**src/rtl/imm_encoder_pkg.sv**
```systemverilog
// Shared types for the ARM immediate encoder: FSM states, field widths, operand layout.
// Pure declarations, no logic and no latency.
// Optional second MVN pass is selected by INV_SEARCH_EN in the top; nothing here depends on it.
package imm_pkg;

    localparam int ROT_W     = 4;
    localparam int IMM_W     = 8;
    localparam int ROT_STEPS = 2 ** ROT_W;

    typedef enum logic [1:0] {
        IDLE   = 2'd0,
        SEARCH = 2'd1,
        DONE   = 2'd2
    } state_e;

    // Operand2 immediate field as it appears in the instruction word.
    typedef struct packed {
        logic [ROT_W-1:0] rot;
        logic [IMM_W-1:0] imm8;
    } operand_t;

endpackage

```
**src/rtl/imm_encoder_if.sv**
```systemverilog
// Request/result bundle between an encoder client (master) and imm_encoder (slave).
// No logic, zero latency.
// Request is a single-cycle start pulse; busy/done report progress, no other backpressure.
interface imm_encoder_if;
    logic        start;
    logic [31:0] value;
    logic        busy;
    logic        done;
    logic        valid;
    logic [11:0] imm12;
    logic        inv;

    modport master (output start, output value,
                    input  busy, input done, input valid, input imm12, input inv);
    modport slave  (input  start, input value,
                    output busy, output done, output valid, output imm12, output inv);
endinterface

```
**src/rtl/imm_rot_check.sv**
```systemverilog
// Rotates a word left by 2*rot and tests whether the result fits in the low byte.
// Purely combinational, zero latency.
// No handshake; evaluated every cycle by the search FSM.
module imm_rot_check
    import imm_pkg::*;
(
    input  logic [31:0]      data,
    input  logic [ROT_W-1:0] rot,
    output logic             fits,
    output logic [IMM_W-1:0] imm8
);

    logic [4:0]  sh;
    logic [31:0] cand;

    // ROL by an even amount; the right-shift half is suppressed at zero so no 32-bit shift occurs.
    always_comb begin
        sh   = {rot, 1'b0};
        cand = data << sh;
        if (sh != 5'd0) begin
            cand = cand | (data >> (6'd32 - {1'b0, sh}));
        end
        fits = (cand[31:IMM_W] == '0);
        imm8 = cand[IMM_W-1:0];
    end

endmodule

```
**src/rtl/imm_encoder.sv**
```systemverilog
// Searches rotations 0..15 (one per clock) for an ARM rotated-imm8 encoding of a 32-bit constant.
// Latency: done in cycle k+2 for a match at rotation k; 17 with no match (33 with INV_SEARCH_EN).
// start is only accepted in IDLE; requests during SEARCH/DONE are dropped, not queued.
module imm_encoder
    import imm_pkg::*;
(
    input  logic         clk,
    input  logic         reset,
    imm_encoder_if.slave bus
);

    localparam logic [1:0]       ST_IDLE   = 2'(IDLE);
    localparam logic [1:0]       ST_SEARCH = 2'(SEARCH);
    localparam logic [1:0]       ST_DONE   = 2'(DONE);
    localparam logic [ROT_W-1:0] ROT_MAX   = ROT_W'(ROT_STEPS - 1);

    logic [1:0]       state_q, state_d;
    logic [ROT_W-1:0] rot_q, rot_d;
    logic [31:0]      val_q, val_d;
    logic             valid_q, valid_d;
    operand_t         imm12_q, imm12_d;

    logic [31:0]      chk_data;
    logic             chk_fits;
    logic [IMM_W-1:0] chk_imm8;

`ifdef INV_SEARCH_EN
    logic             pass_q, pass_d;
    logic             inv_q, inv_d;
`endif

    // Second pass tests the complement so a constant can be emitted as MVN.
    always_comb begin
`ifdef INV_SEARCH_EN
        chk_data = pass_q ? ~val_q : val_q;
`else
        chk_data = val_q;
`endif
    end

    imm_rot_check u_rot_check (
        .data (chk_data),
        .rot  (rot_q),
        .fits (chk_fits),
        .imm8 (chk_imm8)
    );

    // Next-state logic: accept in IDLE, step the rotation in SEARCH, pulse done in DONE.
    always_comb begin
        state_d = state_q;
        rot_d   = rot_q;
        val_d   = val_q;
        valid_d = valid_q;
        imm12_d = imm12_q;
`ifdef INV_SEARCH_EN
        pass_d  = pass_q;
        inv_d   = inv_q;
`endif
        case (state_q)
            ST_IDLE: begin
                if (bus.start) begin
                    val_d   = bus.value;
                    rot_d   = '0;
                    valid_d = 1'b0;
                    imm12_d = '0;
`ifdef INV_SEARCH_EN
                    pass_d  = 1'b0;
                    inv_d   = 1'b0;
`endif
                    state_d = ST_SEARCH;
                end
            end
            ST_SEARCH: begin
                if (chk_fits) begin
                    imm12_d = '{rot: rot_q, imm8: chk_imm8};
                    valid_d = 1'b1;
`ifdef INV_SEARCH_EN
                    inv_d   = pass_q;
`endif
                    state_d = ST_DONE;
                end else if (rot_q == ROT_MAX) begin
`ifdef INV_SEARCH_EN
                    if (!pass_q) begin
                        pass_d = 1'b1;
                        rot_d  = '0;
                    end else begin
                        imm12_d = '0;
                        valid_d = 1'b0;
                        inv_d   = 1'b0;
                        state_d = ST_DONE;
                    end
`else
                    imm12_d = '0;
                    valid_d = 1'b0;
                    state_d = ST_DONE;
`endif
                end else begin
                    rot_d = rot_q + 1'b1;
                end
            end
            ST_DONE: begin
                state_d = ST_IDLE;
            end
            default: begin
                state_d = ST_IDLE;
            end
        endcase
    end

    // State and result registers with synchronous reset.
    always_ff @(posedge clk) begin
        if (reset) begin
            state_q <= ST_IDLE;
            rot_q   <= '0;
            val_q   <= '0;
            valid_q <= 1'b0;
            imm12_q <= '0;
`ifdef INV_SEARCH_EN
            pass_q  <= 1'b0;
            inv_q   <= 1'b0;
`endif
        end else begin
            state_q <= state_d;
            rot_q   <= rot_d;
            val_q   <= val_d;
            valid_q <= valid_d;
            imm12_q <= imm12_d;
`ifdef INV_SEARCH_EN
            pass_q  <= pass_d;
            inv_q   <= inv_d;
`endif
        end
    end

    assign bus.busy  = (state_q == ST_SEARCH);
    assign bus.done  = (state_q == ST_DONE);
    assign bus.valid = valid_q;
    assign bus.imm12 = imm12_q;
`ifdef INV_SEARCH_EN
    assign bus.inv   = inv_q;
`else
    assign bus.inv   = 1'b0;
`endif

endmodule

```
**src/flat_wrapper.sv**
```systemverilog
// flat-port wrapper written by rule: the top's interface ports become plain ports
module imm_encoder_flat import imm_pkg::*;
  (clk, reset, bus_start, bus_value, bus_busy, bus_done, bus_valid, bus_imm12, bus_inv);
  imm_encoder_if bus_i ();
  input  logic clk;
  input  logic reset;
  input wire logic [$bits(bus_i.start)-1:0] bus_start;
  input wire logic [$bits(bus_i.value)-1:0] bus_value;
  output wire logic [$bits(bus_i.busy)-1:0] bus_busy;
  output wire logic [$bits(bus_i.done)-1:0] bus_done;
  output wire logic [$bits(bus_i.valid)-1:0] bus_valid;
  output wire logic [$bits(bus_i.imm12)-1:0] bus_imm12;
  output wire logic [$bits(bus_i.inv)-1:0] bus_inv;
  assign bus_i.start = bus_start;
  assign bus_i.value = bus_value;
  assign bus_busy = bus_i.busy;
  assign bus_done = bus_i.done;
  assign bus_valid = bus_i.valid;
  assign bus_imm12 = bus_i.imm12;
  assign bus_inv = bus_i.inv;
  imm_encoder u_core (.clk(clk), .reset(reset), .bus(bus_i));
endmodule
```
**config.mk**
```make
export PLATFORM = sky130hd
export DESIGN_NAME = imm_encoder_flat
export DESIGN_NICKNAME = d
export VERILOG_FILES = /design/src/rtl/imm_encoder_pkg.sv /design/src/rtl/imm_encoder_if.sv /design/src/rtl/imm_rot_check.sv /design/src/rtl/imm_encoder.sv /design/src/flat_wrapper.sv
export SDC_FILE = /design/constraint.sdc
export NUM_CORES = 1
export LEC_CHECK = 0
export ABC_AREA = 1
export BUFFER_PORTS_ARGS = -buffer_cell sky130_fd_sc_hd__buf_2
export CAP_MARGIN = 25
export CORE_ASPECT_RATIO = 0.75
export CORE_MARGIN = 10
export CORE_UTILIZATION = 51
export DETAILED_ROUTE_END_ITERATION = 12
export PLACE_DENSITY = 0.78
export SLEW_MARGIN = 25
export SYNTH_ARGS = -nofsm -noshare
export SYNTH_HDL_FRONTEND = slang
export SYNTH_HIERARCHICAL = 1
export SYNTH_SLANG_ARGS = --single-unit
export TNS_END_PERCENT = 1
```
**constraint.sdc**
```tcl
create_clock -name clk -period 4.94 [get_ports clk]
set_input_delay 0.494 -clock clk [delete_from_list [all_inputs] [get_ports clk]]
set_output_delay 0.494 -clock clk [all_outputs]
set_load 0.005 [all_outputs]
```
==> reports/qor.csv <==
metric,value,unit
share of post-route cells with drive strength above 1,17.4,%
"Critical Path, Cell by Cell",inv_2 > ha_1 > buf_4 > inv_1 > nand3_1 > nand2_1 > nand2_1 > nor2_1 > nor3_1 > a21oi_1 > nand2_1 > nor2_1 > inv_1 > nand2_1 > nand2_2 > nand2_1 > nand2_1 > nand2_1 > nor2_1,
DR pass1 iterations,7,
dpl ws,1110,ps
most frequent cells in the layout,"180 x nand2_1, 127 x nand3_1, 116 x nor2_1",
wire per inst,16.7,um
number of global-route vias before repair,4410,
CTS tree,built,
fin. max-slew vios,0,
max incr delay on CP,740,ps
Core Box Area,8020,um2
Die Y,99.2,um
final hold violation count,0,
startpoint types,flip-flop,
PD cells,325,nW/um2
Synth area leader,dfxtp_1,
fmax,252,MHz
total track usage,21.4,%
Worst EP arrival,4180,ps
register area share after synthesis,23.9,%
Yosys top cell area share,23.9,%
"CP delay by family, top",simple AND/OR/NAND/NOR gates,
#FFs+latches synth,51,
Worst Path Buf+Inv,4,
number of port buffers,49,
final WL,13700,um
"antenna viol nets, final",0,
Num CTS Buffers,5,
FP Rows,28,
Worst Clk Skew,10.9,ps
dpl cell area,4360,um2
Fin Hold WS,406,ps
CP endpoint kind,flip-flop,
Final setup violation count,0,
"most common cell after layout, fill and taps aside",nand2_1,
H-tree Lvls,2,
crit path max fanout,32,
"Req. time, crit path",5150,ps
die area,12500,um2
synthesized instance count,692,
TritonCTS Sinks,51,
Total Neg Setup Slack,0,ps
layout net count,749,
Pleak,2.14,nW
root buf cell,clkbuf_8,
Die Wd,126,um
Post-synth EDFFs,0,
Filler cells,840,
via-per-instance ratio,5.94,
CTS resizes,0,
CP dominant cell by count,nand2_1,
Synth-to-Final Area Change,4.64,%
fin area,4460,um2
gpl congestion,0.969,
unrepaired setup endpoints after global routing,false,
Mapped Avg Cell Area,6.16,um2
n_diodes,0,
hold_buf cts,0,
Most used DFF post-synth,dfxtp_1,
DR iter-0 viols,723,
initial core utilization,53.2,%
Max rail drop VDD,0.000171,V
clock slew seen by the registers of the worst setup and hold paths,110,ps
Max-Cap Viols,0,
Least-Margin Pin Slew,967,ps
post-layout util,55.6,%
Setup Buffers After CTS,0,
Slowest cell on crit path,inv_1,
DRC,0,
mapped cell area,4260,um2
I/O pin cnt,51,
synth unique cells,39,
post-DP HPWL,10400,um
HP Class,in2reg,
grt ovf,0,
antenna violations before repair,0,
fin crit share,80.2,%
Clock Path Buffers,2,
setup ws final,977,ps
largest net degree at the start of global routing,49,
Slew headroom,35.5,%
minimum clock period,3960,ps
Vias,4863,
critical path class,reg2reg,
status,"finished, final reports clean",
Syn. warnings,6,
first-pass GRT wire length,22800,um
clock latency on the worst-skew pair,310,ps
dominant cells by area after synthesis,"dfxtp_1 24%, nand2_1 16%, nand3_1 15%",
"Net Count, Synth",729,
Post-synth ARST share,0,%
## report_power, final
group	switching [mW]	leakage [nW]	internal (mW)
Combinational	0.482	1.68	0.228
Clock	0.156	0.0418	0.102
Sequential	0.0405	0.419	0.441
## Yosys cell counts, types with 5 or more instances
master	n
o21ai_0	40
buf_2	21
nand2_4	17
buf_6	6
o21ai_1	13
buf_4	8
dfxtp_1	51
nand2_1	180
nand3_2	10
inv_1	18
a21oi_1	14
nand2_2	12
o22ai_1	6
nor2_1	116
nor3_1	5
o211ai_1	5
nand3_1	127
a21oi_2	8
## per-layer routing
metal / track usage, % / vias to the layer above / part of all wire, %
met5: 0 / - / 0
met4: 3.98 / 0 / 1.0
met3: 4.40 / 27 / 11
met2: 32.1 / 300 / 42
met1: 30.7 / 2205 / 46
li1: - / 2331 / -
## cell families after synthesis
group           synth area share [%]
flops                           23.9
compound gates                  13.4
buf+inv                         9.65
fa+ha+maj                      0.587
other cells                   0.0879
simple gates                    52.3
## worst register-to-register path, stage by stage (launching register included)
cell	delay, ps
dfxtp_1	340
inv_2	410
ha_1	350
buf_4	230
inv_1	750
nand3_1	200
nand2_1	140
nand2_1	50
nor2_1	200
nor3_1	100
a21oi_1	130
nand2_1	80
nor2_1	100
inv_1	100
nand2_1	90
nand2_2	240
nand2_1	200
nand2_1	60
nand2_1	60
nor2_1	40
## layout make-up
| type | count | area, um2 | area share [%] |
|---|---|---|---|
| flip-flops and latches | 51 | 1020 | 22.9 |
| well taps | 105 | 131 | 2.94 |
| clock buffers | 6 | 72.6 | 1.63 |
| repair buffers | 55 | 298 | 6.67 |
| inverters | 23 | 91.3 | 2.05 |
| clock inverters | 2 | 16.3 | 0.365 |
| multi-input cells | 576 | 2830 | 63.5 |
## worst paths after layout
| check | start | endpoint | slack (ps) | cells after the start |
|---|---|---|---|---|
| worst max-delay path | u_core/rot_q[1] | u_core/rot_q[1] | 980 | 19 |
| worst min-delay path | bus_value[19] | u_core/chk_data[19] | 410 | 3 |
| worst max register to register | u_core/rot_q[1] | u_core/rot_q[1] | 980 | 19 |
| worst min register to register | u_core/bus.imm12[10] | u_core/bus.imm12[10] | 470 | 2 |
## stage by stage
step	power (mW)	cells
final	1.45	818
after global placement	1.17	809
after detailed placement	1.17	809
after global routing	1.56	818
after floorplan	1.04	692
after CTS	1.43	817
## state kept, by name, indices dropped and copies added (netlist names)
| register | count |
|---|---|
| u_core/chk_data | 32 |
| u_core/bus.imm12 | 12 |
| u_core/rot_q | 4 |
| u_core/state_q | 2 |
| u_core/bus.valid | 1 |
No activity file was read; power rests on OpenSTA's default activity.
